File: config.mk
export PLATFORM = sky130hd
export DESIGN_NAME = if_stage
export DESIGN_NICKNAME = d
export VERILOG_FILES = /design/src/rtl/if_stage.sv
export SDC_FILE = /design/constraint.sdc
export NUM_CORES = 1
export LEC_CHECK = 0
export ABC_AREA = 1
export CELL_PAD_IN_SITES_DETAIL_PLACEMENT = 0
export CELL_PAD_IN_SITES_GLOBAL_PLACEMENT = 1
export CORE_MARGIN = 2
export CORE_UTILIZATION = 25
export CTS_BUF_LIST = sky130_fd_sc_hd__clkbuf_8 sky130_fd_sc_hd__clkbuf_16
export CTS_CLUSTER_DIAMETER = 100
export DETAILED_ROUTE_END_ITERATION = 7
export DONT_BUFFER_PORTS = 1
export PLACE_DENSITY_LB_ADDON = 0.1
export SYNTH_ARGS = -nofsm -noshare
export SYNTH_HDL_FRONTEND = slang
export SYNTH_SLANG_ARGS = --single-unit
File: constraint.sdc
create_clock -name clk -period 1.95 [get_ports clk]
set_input_delay 0.39 -clock clk [delete_from_list [all_inputs] [get_ports clk]]
set_output_delay 0.39 -clock clk [all_outputs]
set_load 0.05 [all_outputs]
File: src/rtl/if_stage.sv
// Instruction fetch stage: request/grant/response fetch with a one-entry skid buffer,
// stall hold, and branch/jump redirect with drop of a stale in-flight response.
module if_stage #(
    parameter logic [31:0] RESET_PC = 32'h0000_0000
) (
    input  logic        clk,
    input  logic        reset,
    input  logic        i_pipeline_stall,
    input  logic        i_load_new_pc,
    input  logic [31:0] i_new_pc,
    output logic        o_imem_req,
    output logic [31:0] o_imem_addr,
    input  logic        i_imem_gnt,
    input  logic        i_imem_rvalid,
    input  logic [31:0] i_imem_rdata,
    output logic [31:0] o_pc,
    output logic [31:0] o_instruction,
    output logic        o_instr_valid
);

    localparam logic [1:0] S_REQ  = 2'd0;
    localparam logic [1:0] S_WAIT = 2'd1;
    localparam logic [1:0] S_HOLD = 2'd2;

    logic [1:0]  state, state_n;
    logic [31:0] fetch_pc, fetch_pc_n;
    logic        drop, drop_n;
    logic        buf_valid, buf_valid_n;
    logic [31:0] buf_pc, buf_pc_n;
    logic [31:0] buf_instr, buf_instr_n;
    logic [31:0] pc_q, pc_n;
    logic [31:0] instr_q, instr_n;
    logic        valid_q, valid_n;

    logic        handshake;
    logic        resp_take;
    logic        in_flight;
    logic [31:0] resp_pc;
    logic [31:0] new_target;

    // The request line is held low while reset is asserted even though state sits in REQ.
    assign o_imem_req  = !reset && (state == S_REQ) && !buf_valid;
    assign o_imem_addr = reset ? RESET_PC : fetch_pc;

    assign handshake  = o_imem_req && i_imem_gnt;
    assign resp_take  = (state == S_WAIT) && i_imem_rvalid && !drop;
    assign resp_pc    = fetch_pc - 32'd4;
    assign new_target = i_new_pc & ~32'd3;
    // A request still unanswered after this cycle must have its response dropped on redirect.
    assign in_flight  = handshake || ((state == S_WAIT) && !i_imem_rvalid);

    assign o_pc          = pc_q;
    assign o_instruction = instr_q;
    assign o_instr_valid = valid_q;

    always_comb begin
        state_n     = state;
        fetch_pc_n  = fetch_pc;
        drop_n      = drop;
        buf_valid_n = buf_valid;
        buf_pc_n    = buf_pc;
        buf_instr_n = buf_instr;
        pc_n        = pc_q;
        instr_n     = instr_q;
        valid_n     = valid_q;

        if (i_load_new_pc) begin
            pc_n        = 32'h0;
            instr_n     = 32'h0;
            valid_n     = 1'b0;
            buf_valid_n = 1'b0;
            fetch_pc_n  = new_target;
            if (in_flight) begin
                drop_n  = 1'b1;
                state_n = S_WAIT;
            end else begin
                drop_n  = 1'b0;
                state_n = S_REQ;
            end
        end else begin
            if (!i_pipeline_stall) begin
                if (buf_valid) begin
                    pc_n        = buf_pc;
                    instr_n     = buf_instr;
                    valid_n     = 1'b1;
                    buf_valid_n = resp_take;
                    if (resp_take) begin
                        buf_pc_n    = resp_pc;
                        buf_instr_n = i_imem_rdata;
                    end
                end else if (resp_take) begin
                    pc_n    = resp_pc;
                    instr_n = i_imem_rdata;
                    valid_n = 1'b1;
                end else begin
                    pc_n    = 32'h0;
                    instr_n = 32'h0;
                    valid_n = 1'b0;
                end
            end else if (resp_take) begin
                buf_valid_n = 1'b1;
                buf_pc_n    = resp_pc;
                buf_instr_n = i_imem_rdata;
            end

            case (state)
                S_REQ: begin
                    if (handshake) begin
                        fetch_pc_n = fetch_pc + 32'd4;
                        state_n    = S_WAIT;
                    end
                end
                S_WAIT: begin
                    if (i_imem_rvalid) begin
                        if (drop) begin
                            drop_n  = 1'b0;
                            state_n = S_REQ;
                        end else begin
                            state_n = buf_valid_n ? S_HOLD : S_REQ;
                        end
                    end
                end
                S_HOLD: begin
                    if (!buf_valid_n) state_n = S_REQ;
                end
                default: state_n = S_REQ;
            endcase
        end
    end

    always_ff @(posedge clk) begin
        if (reset) begin
            state     <= S_REQ;
            fetch_pc  <= RESET_PC;
            drop      <= 1'b0;
            buf_valid <= 1'b0;
            buf_pc    <= 32'h0;
            buf_instr <= 32'h0;
            pc_q      <= 32'h0;
            instr_q   <= 32'h0;
            valid_q   <= 1'b0;
        end else begin
            state     <= state_n;
            fetch_pc  <= fetch_pc_n;
            drop      <= drop_n;
            buf_valid <= buf_valid_n;
            buf_pc    <= buf_pc_n;
            buf_instr <= buf_instr_n;
            pc_q      <= pc_n;
            instr_q   <= instr_n;
            valid_q   <= valid_n;
        end
    end

endmodule

Word-level counts from Yosys, hierarchy flattened --
Cells that the tools add are included.
Storage, ports and cells: register bits after elaboration 165, word-level logic and storage cells 73
Operators by class: $add $sub $neg 2, equal/unequal tests 5, multiplexer cells 32, bitwise gates (word level) 1, reductions and logical operators 23
Operators by type and width (number):
- 2-to-1 mux 32 bit | 14
- adder 32 x 3 -> 32 bit (second input constant) | 1
- subtractor 32 x 3 -> 32 bit (second input constant) | 1
- 2-to-1 mux 2 bit | 6
- 2-to-1 mux 1 bit | 11
- nonzero test 2 bit | 5
- inequality test 3 bit (second input constant) | 3
- AND reduction 2 bit | 4
- logical AND 1 bit | 6
- one-hot mux 2 bit (3 select lines) | 1
- logical NOT 1 bit | 4
- AND reduction 3 bit | 1
- equality test 2 x 1 -> 1 bit (second input constant) | 1
- equality test 2 bit (second input constant) | 1
- logical NOT 2 bit | 1
- OR reduction 2 bit | 1
- logical OR 1 bit | 1
- NOT 1 bit | 1

Longest topological paths before layout --
Gate-level depths: netlist of the first run.
depth in word-level cells 11, depth in mapped cells 12, mapped depth without buffers 11

Worst setup path after synthesis of the first run --
No wires, ideal clock.
path type input-to-reg, from in reset, to reg fetch_pc[6], arrival time 1.846 ns, slack 0.033 ns, stages 10, buffers on the path 1, cells stage by stage inv_2 > nand3_1 > nor2_2 > nand2_1 > nand2_1 > inv_2 > nor2_4 > buf_4 > nor2_1 > a21oi_1
Between the ends: longest elaborated chain between the ends 6
Ends and longest elaborated chain:
- start, declared | RTL line 7 | input logic reset,
- logical NOT 1 bit | RTL line 42 | assign o_imem_req = !reset && (state == S_REQ) && !buf_valid;
- logical AND 1 bit (2 in series) | RTL line 42
- net o_imem_req | RTL line 11 | output logic o_imem_req,
- logical AND 1 bit | RTL line 45 | assign handshake = o_imem_req && i_imem_gnt;
- nonzero test 2 bit (no source line)
- AND reduction 2 bit (no source line)
- end signal, assigned | RTL line 144 | fetch_pc <= fetch_pc_n;
- end, declared | RTL line 26 | logic [31:0] fetch_pc, fetch_pc_n;
The timed path passes the listed nets, and every way through them passes these cells. A chain may end at the register's enable or synchronous reset.

Worst setup path after layout of the first run --
from reg fetch_pc[22], to out o_imem_addr[22]
Between the ends: longest elaborated chain between the ends 1
Ends and longest elaborated chain:
- 2-to-1 mux 32 bit | RTL line 43 | assign o_imem_addr = reset ? RESET_PC : fetch_pc;
- end, declared | RTL line 12 | output logic [31:0] o_imem_addr,
Every way passes these cells.

==> impl_metrics.tcl, run 1 <==
set metrics [dict create \
    final_common_cell "nand2_1" \
    cp.required_ns 1.56 \
    routedWlPerCell_um 17.8 \
    cts_hold_buffers 0 \
    fmax_ghz 0.531 \
    design_area_um2 9590 \
    ios 168 \
    grt_usage_pct 18.5 \
    nNetsFinal 1376 \
    synth_xor_area_share_pct 1.32 \
    finalSetupTns_ns 0 \
    p_sw_mw 2.74 \
    place_congestion 0.834 \
    ys_warn_count 0 \
    drtIter0Drc 420 \
    finalSetupViolCount 0 \
    post-route-period-util_pct 96.5 \
    cts_tree "yes" \
    grt_pass1_wl_um 47200 \
    async_reset_ff_share_pct 0 \
    switching_share_pct 33.4 \
    drtPass1Iterations 4 \
    die_w_um 182 \
    clock_skew_ns 0.0111 \
    synth_cells 1255 \
    grt_max_degree 66 \
    reg2reg_depth 9 \
    combPwrFrac_pct 15.0 \
    reg2reg_slack_ns 0.12 \
    initial_core_util_pct 25.3 \
    synth-compound-area-share_pct 19.6 \
    die-area_um2 33300 \
    synth_area_per_cell_um2 6.34 \
    critical_path.startpoint "fetch_pc[22]" \
    htreeDepth 4 \
    final_cell_mix "nand2_1 (277), nor2_1 (271), dfxtp_1 (148)" \
    synthSimpleGateAreaFrac_pct 31.2 \
    clockBufferDepth 2 \
    ant_nets 0 \
    dp_hpwl_um 21200 \
    worst_ep_arrival_time_ns 1.49 \
    rsz0062_at_grt "false" \
    antenna_found_initial 1 \
    yosys_register_bits 159 \
    coreArea_um2 31500 \
    power.density_nw_per_um2 855 \
    min_from "reset" \
    insertion_delay_ns 0.45 \
    intPower_mw 5.46 \
    cts_root_buf "clkbuf_16" \
    syn_area_um2 7960 \
    slew_violations 0 \
    drt-total-wl_um 30700 \
    die_h_um 182 \
    numCtsBuffers 17 \
    drive_above_1_share_pct 11.7 \
    synth_seq_area_share_pct 40.0 \
    placed_area_um2 9000 \
    pwr-share-seq_pct 43.9 \
    synth_top_family_by_area "simple AND/OR/NAND/NOR gates" \
    holdPathEnd "buf_valid" \
    relSlewSlack_pct 59.0 \
    grt-ovfl-total 0 \
    drc 0 \
    cp-start-kind "flop" \
    hold_violations 0 \
    ir_drop_mv 0.654 \
    worst_pin_slew_ns 0.614 \
    yosys_most_used_dff "dfxtp_1" \
    cp-end-kind "primary output" \
    io_buffer_count 0 \
    reg2reg_from "fetch_pc[10]" \
    cts_num_sinks 159 \
    num_antenna_cells 0 \
    hold-path-cell-count 1 \
    viasPerCell 4.69 \
    path_clk_slew_ns 0.07 \
    cap_violations 0 \
    p_leak_nw 4.05 \
    min_period_ns 1.88 \
    reg2reg_to "buf_pc[28]" \
    hold-worst-slack_ns 0.0374 \
    routed-via-count 8055 \
    grt_pass1_vias 7784 \
    synth.distinct_cells 30 \
    muxShareOfSynthArea_pct 0 \
    row_count 65 \
    synth-edff-count 0 \
    cp_max_fo 5 \
    critPathKind "flop to primary output" \
    clockPowerShare_pct 41.1 \
    status "completed" \
    area_growth_pct 20.5 \
    hold_class "primary input to flop" \
    synthAdderAreaFrac_pct 0.314 \
]
==> Yosys cell counts, drive strengths merged, types with 2 or more instances <==
library cell,instances,share of area [%]
a211oi,2,0.19
xor2,12,1.3
a31oi,2,0.16
o211ai,7,0.66
o21ai,154,9.7
a21oi,134,8.4
dfxtp,159,40
ha,2,0.31
o22ai,2,0.16
nand3,49,3.1
nor2,276,13
inv,80,3.8
buf,20,1.4
nand4,9,0.71
clkbuf,51,2.4
nand2,277,13
nor3,14,1.1
==> worst max-delay path by stage <==
stage                      endpoint
finish              o_imem_addr[22]
global route        o_imem_addr[29]
CTS                  o_imem_addr[8]
detailed placement       buf_pc[28]
global placement         buf_pc[28]
floorplan               fetch_pc[6]
==> through the flow <==
stage	utilization (%)	worst slack (ns)	power, mW	cells
after floorplan	-	0.0335	4.48	1258
after global placement	28.6	0.146	4.92	1687
after detailed placement	28.6	0.134	4.91	1687
after CTS	30.4	0.0113	8.32	1719
after global routing	30.5	0.00316	8.58	1719
final	30.5	0.0685	8.20	1719
==> flip-flops by register name, indices dropped and copies added, names as in the netlist <==
name / cells
buf_instr: 32
o_pc: 30
o_instruction: 32
buf_pc: 30
o_instr_valid: 1
fetch_pc: 30
drop: 1
buf_valid: 1
state: 2
==> cell families (layout without fill, tap and decap cells) <==
| logic type | Yosys count | count (layout) |
|---|---|---|
| flip-flops | 159 | 159 |
| adder cells (fa/ha/maj) | 2 | 2 |
| other | 1 | 4 |
| AO/OA/AOI/OAI | 304 | 304 |
| AND/OR/NAND/NOR | 626 | 626 |
| XOR/XNOR | 12 | 12 |
| buffers and inverters | 151 | 210 |
==> layout make-up <==
cell class | count | area [um2]
Clock inverter | 14 | 140
Tap cell | 402 | 503
Sequential cell | 159 | 3200
Inverter | 80 | 300
Multi-Input combinational cell | 948 | 4200
Fill cell | 3474 | 21900
Timing Repair Buffer | 98 | 811
Clock buffer | 18 | 439
==> power by group through the flow <==
stage | sequential (mW) | combinational [mW] | clock [mW]
2_1_floorplan | 3.65 | 0.821 | 0
3_3_place_gp | 3.67 | 1.25 | 0
3_5_place_dp | 3.67 | 1.24 | 0
4_1_cts | 3.60 | 1.25 | 3.48
5_1_grt | 3.62 | 1.37 | 3.59
6_report | 3.60 | 1.23 | 3.36
==> metal layers <==
metal	part of all wire, %	global-route usage, %
met1	49	25.7
met2	43	27.9
met3	6.2	5.01
met4	1.9	5.90
met5	0.023	0
==> repair_timing <==
action                                  4_1_cts  5_1_grt
endpoints found under the hold margin         0        0
endpoints found under the setup margin        1       10
buffers inserted                              0        0
pin swaps                                     0        0
gates resized for setup                       1       10
==> worst max-delay path: stages (launching register included) <==
cell and delay [ns]:
dfxtp_1 0.47, buf_4 0.19, inv_1 0.09, nor2_1 0.10, buf_4 0.21
Note: power is estimated with default switching activity, not from simulation.
==> run 2: changes to the inputs <==
--- a/config.mk
+++ b/config.mk
@@ -5,7 +5,7 @@
 export SDC_FILE = /design/constraint.sdc
 export NUM_CORES = 1
 export LEC_CHECK = 0
-export ABC_AREA = 1
+export ABC_AREA = 0
 export CELL_PAD_IN_SITES_DETAIL_PLACEMENT = 0
 export CELL_PAD_IN_SITES_GLOBAL_PLACEMENT = 1
 export CORE_MARGIN = 2
==> impl_metrics.tcl, run 2 <==
set metrics [dict create \
    status "finished with violations" \
    synth.distinct_cells 68 \
    placed_area_um2 8750 \
    row_count 63 \
    relSlewSlack_pct 58.5 \
    finalSetupViolCount 15 \
    design_area_um2 9790 \
    clock_skew_ns 0.0103 \
    p_leak_nw 3.38 \
    hold_class "primary input to flop" \
    drt-total-wl_um 27600 \
    nNetsFinal 1072 \
    yosysMostFrequentCell "dfxtp_1" \
    area_growth_pct 28.9 \
    coreArea_um2 29800 \
    syn_area_um2 7600 \
    path_clk_slew_ns 0.07 \
    die_h_um 178 \
    final_common_cell "dfxtp_1" \
    slowest_delay_ns 0.56 \
    ant_nets 0 \
    synth_cells 945 \
    min_period_ns 2.09 \
    numCtsBuffers 17 \
    cts_num_sinks 159 \
    worst_pin_slew_ns 0.621 \
    yosys_most_used_dff "dfxtp_1" \
    synth_top_area_share_pct 41.9 \
    place_ws_ns -0.154 \
    grt_max_degree 128 \
    violations "setup timing" \
    insertion_delay_ns 0.43 \
    fmax_ghz 0.477 \
    synth_seq_area_share_pct 41.9 \
    slew_violations 0 \
    synthTopCellsByCount "dfxtp_1 (159), nand2_1 (106), nor2_1 (105)" \
    fin_ws_ns -0.145 \
    routed-via-count 6889 \
    reg2reg_slack_ns -0.14 \
    synth-edff-count 0 \
    cts_tree "yes" \
    drc 0 \
    synth_top_cells_by_area "dfxtp_1 (42%), a21oi_1 (5.7%), nand2_1 (5.2%)" \
    drive_above_1_share_pct 25.1 \
    worst_ep_arrival_time_ns 2.41 \
    hold_violations 0 \
    dp_hpwl_um 18600 \
    path_delay_family "simple AND/OR/NAND/NOR gates" \
    cp_slowest_cell "or4_4" \
    drtIter0Drc 350 \
    fin_util_pct 32.9 \
    final_cell_mix "dfxtp_1 (152), buf_4 (122), nand2_1 (106)" \
    path_cells "or4_4, or4_4, o31a_1, o31a_1" \
    viasPerCell 4.91 \
    cp-start-kind "flop" \
    post-route-period-util_pct 107 \
    cts_root_buf "clkbuf_16" \
    synth_area_per_cell_um2 8.04 \
    htreeDepth 4 \
    holdPathEnd "fetch_pc[2]" \
    rsz0062_at_grt "true" \
    cp_max_fo 5 \
    grt_usage_pct 17.2 \
    finalSetupTns_ns -0.711 \
    min_from "reset" \
    routedWlPerCell_um 19.7 \
    ir_drop_mv 0.616 \
    drtPass1Iterations 4 \
    antenna_found_initial 0 \
    grt-ovfl-total 0 \
    reg2reg_from "fetch_pc[9]" \
    cp-end-kind "flop" \
    cap_violations 0 \
    grt_pass1_wl_um 41300 \
    clockBufferDepth 2 \
    reg2reg_to "buf_pc[27]" \
    io_buffer_count 0 \
    grt_pass1_vias 6482 \
    async_reset_ff_share_pct 0 \
    ios 168 \
    initial_core_util_pct 25.5 \
    power.density_nw_per_um2 833 \
    synth_top_cell_by_area "dfxtp_1" \
    hold-path-cell-count 1 \
    die-area_um2 31800 \
    die_w_um 178 \
    num_antenna_cells 0 \
    cp.required_ns 2.26 \
    reg2reg_depth 4 \
    critPathKind "flop to flop" \
    yosys_register_bits 159 \
    worst-path-buf-inv 0 \
    ys_warn_count 0 \
    place_congestion 0.759 \
    hold-worst-slack_ns 0.0235 \
]
run 2: cell types whose count changed in the layout (fill, tap and decap cells not counted), sizes merged, moves of 33 or more:
| cell | delta |
|---|---|
| xnor2 | +34 |
| nor2 | -170 |
| a21oi | -48 |
| nor3 | +56 |
| buf | +38 |
| inv | -76 |
| o21ai | -118 |
| nand3 | -34 |
| a211oi | +33 |
| nand2 | -171 |
run 2: stage by stage:
| step | instances | power, mW |
|---|---|---|
| after floorplan | 948 | 4.39 |
| after global placement | 1362 | 4.76 |
| after detailed placement | 1362 | 4.75 |
| after CTS | 1394 | 8.18 |
| after global routing | 1402 | 8.51 |
| final | 1402 | 8.16 |
run 2: final cells by class:
class / instances / area [um2]
Clock buffer: 18 / 439
Clock inverter: 13 / 125
Fill cell: 3240 / 20000
Inverter: 6 / 22.5
Multi-Input combinational cell: 679 / 4400
Sequential cell: 159 / 3190
Tap cell: 390 / 488
Timing Repair Buffer: 137 / 1130
run 2: cell families (layout without fill, tap and decap cells):
kind of cell / after synthesis / count (layout) / synth area share (%)
buf+inv: 110 / 174 / 5.96
fa+ha+maj: 2 / 2 / 0.329
compound gates: 232 / 232 / 20.2
mux: 5 / 5 / 0.659
simple gates: 393 / 393 / 26.0
xor+xnor: 43 / 43 / 4.96
flops: 159 / 159 / 41.9
other cells: 1 / 4 / 0.0494
run 2: layer usage:
metal  vias up  global-route usage, %  wire (um)  share of wire [%]
li1       3453                      -          -                  -
met1      3277                   26.0      14100                 51
met2       149                   24.2      11800                 43
met3        10                   4.39       1590                5.8
met4         0                   3.46        150               0.54
met5         -                      0          0                  0
run 2: how the worst max path moves through the flow:
stage / startpoint / end / depth (start not counted)
after global placement: fetch_pc[2] / o_pc[14] / 8
after global routing: fetch_pc[9] / o_pc[27] / 5
after floorplan: buf_valid / o_imem_req / 4
final: fetch_pc[9] / buf_pc[27] / 4
after CTS: fetch_pc[2] / o_pc[14] / 8
after detailed placement: fetch_pc[9] / buf_pc[27] / 4
run 2: repair_timing:
action	4_1_cts	5_1_grt
setup buffers	1	7
endpoints found under the hold margin	0	2
gates cloned	0	0
hold buffers	0	1
pin swaps	12	11
setup endpoints to repair	26	52
gates resized for setup	17	69
run 2: where the power goes:
group	leakage, nW	internal, mW	total, mW	switching (mW)
combinational	1.80	0.521	1.25	0.726
sequential	1.30	3.35	3.57	0.217
clock	0.284	1.90	3.34	1.44
total	3.38	5.77	8.16	2.38
==> run 3: changes to the inputs <==
--- a/config.mk
+++ b/config.mk
@@ -9,7 +9,7 @@
 export CELL_PAD_IN_SITES_DETAIL_PLACEMENT = 0
 export CELL_PAD_IN_SITES_GLOBAL_PLACEMENT = 1
 export CORE_MARGIN = 2
-export CORE_UTILIZATION = 25
+export CORE_UTILIZATION = 46
 export CTS_BUF_LIST = sky130_fd_sc_hd__clkbuf_8 sky130_fd_sc_hd__clkbuf_16
 export CTS_CLUSTER_DIAMETER = 100
 export DETAILED_ROUTE_END_ITERATION = 7
==> impl_metrics.tcl, run 3 (same netlist as run 2, synthesis figures left out) <==
set metrics [dict create \
    cp_max_fo 5 \
    power.total_mw 8.05 \
    num-fill-cells 1495 \
    path_common_cell "or4_4" \
    final_common_cell "dfxtp_1" \
    drt-total-wl_um 23200 \
    grt-ovfl-total 0 \
    design_area_um2 9600 \
    relSlewSlack_pct 60.2 \
    clockBufferDepth 2 \
    ant_nets 0 \
    finalSetupViolCount 12 \
    routed-via-count 7168 \
    cts_num_sinks 159 \
    antenna_found_initial 0 \
    violations "setup timing" \
    drtPass1Iterations 5 \
    topRoutingLayerUsed "met4" \
    insertion_delay_ns 0.42 \
    coreArea_um2 16000 \
    critPathKind "flop to flop" \
    critical_path.startpoint "fetch_pc[12]" \
    route.met2.wl_um 10600 \
    area_growth_pct 26.4 \
    min_from "reset" \
    cp-start-kind "flop" \
    power.density_nw_per_um2 838 \
    cp-end-kind "flop" \
    place_ws_ns -0.139 \
    nNetsFinal 1070 \
    post-route-period-util_pct 109 \
    die_w_um 133 \
    dp_hpwl_um 15000 \
    grt_pass1_wl_um 35700 \
    hold_violations 0 \
    htreeDepth 4 \
    drc 0 \
    status "finished with violations" \
    grt_usage_pct 25.2 \
    initial_core_util_pct 47.5 \
    cp.required_ns 2.29 \
    die-area_um2 17600 \
    cts_tree "yes" \
    slowest_delay_ns 0.58 \
    ios 168 \
    p_leak_nw 3.43 \
    worst_pin_slew_ns 0.596 \
    numCtsBuffers 17 \
    cp_slowest_cell "or4_4" \
    clock_skew_ns 0.00853 \
    fmax_ghz 0.471 \
    cts_hold_buffers 0 \
    fin_ws_ns -0.174 \
    wl_met1_um 10400 \
    hold_class "primary input to flop" \
    drtIter0Drc 549 \
    io_buffer_count 0 \
    grt_max_degree 128 \
    path_cells "or4_4, or4_4, nor3_4, buf_6, xnor2_2, a211oi_2" \
    route.met3.wl_um 1850 \
    viasPerCell 5.84 \
    min_period_ns 2.12 \
    routedWlPerCell_um 18.9 \
    die_h_um 133 \
    cts_root_buf "clkbuf_16" \
    path_clk_slew_ns 0.06 \
    cap_violations 0 \
    drive_above_1_share_pct 25.2 \
    final_cell_mix "dfxtp_1 (148), buf_4 (117), nand2_1 (106)" \
    place_congestion 0.875 \
    ir_drop_mv 0.668 \
    worst_ep_arrival_time_ns 2.47 \
    row_count 46 \
    reg2reg_from "fetch_pc[12]" \
    placed_area_um2 8490 \
    grt_pass1_vias 6686 \
    slew_violations 0 \
    num_antenna_cells 0 \
    rsz0062_at_grt "true" \
    hold-worst-slack_ns 0.0299 \
]
run 3: cell types whose count changed in the layout (fill, tap and decap cells not counted), moves of 3 or more:
cell / before / now
nor3_1: 49 / 52
buf_4: 122 / 117
dfxtp_2: 7 / 11
nor3_2: 16 / 13
o21ai_1: 2 / 6
o21ai_2: 6 / 2
dfxtp_1: 152 / 148
clkinv_4: 0 / 3
run 3: per-layer routing:
metal	vias up	global-route usage [%]
li1	3449	-
met1	3406	34.9
met2	288	38.1
met3	25	6.70
met4	0	8.18
met5	-	0
run 3: power breakdown:
group / switching (mW) / internal (mW) / total (mW)
Clock: 1.37 / 1.88 / 3.25
Combinational: 0.731 / 0.520 / 1.25
Sequential: 0.190 / 3.36 / 3.55
Total: 2.29 / 5.76 / 8.05
run 3: layout make-up:
type                            count  area [um2]  area share (%)
Clock inverter                     15         148            1.54
Inverter                            6        22.5           0.235
Sequential cell                   159        3200            33.3
Multi-Input combinational cell    679        4380            45.6
Timing Repair Buffer              135        1160            12.0
Clock buffer                       17         425            4.43
Tap cell                          216         270            2.82
run 3: final timing paths:
path	endpoint	slack [ns]	cells past startpoint
setup reg to reg	buf_pc[31]	-0.17	6
hold / removal	fetch_pc[4]	0.03	1
setup / recovery	buf_pc[31]	-0.17	6
hold reg to reg	buf_instr[12]	0.45	2
run 3: timing repair:
| item | in CTS | in global routing |
|---|---|---|
| cloned | 0 | 1 |
| setup endpoints to repair | 20 | 59 |
| pin swaps | 8 | 34 |
| resized for setup | 16 | 71 |
| buffers inserted | 0 | 13 |
run 3: worst max-delay path, delay by kind of cell, from the launching register on:
kind            cells  cell delay [ns]
simple gates        3             1.36
flops               1             0.32
compound gates      1             0.17
buf+inv             1             0.13
xor+xnor            1             0.06
run 3: metrics by stage:
step / util [%] / std cells / setup TNS (ns)
after CTS: 57.2 / 1213 / -0.616
final: 60.0 / 1227 / -1.03
after global placement: 53.1 / 1181 / -0.576
after floorplan: - / 948 / -0.686
after global routing: 60.0 / 1227 / -2.30
after detailed placement: 53.1 / 1181 / -0.829
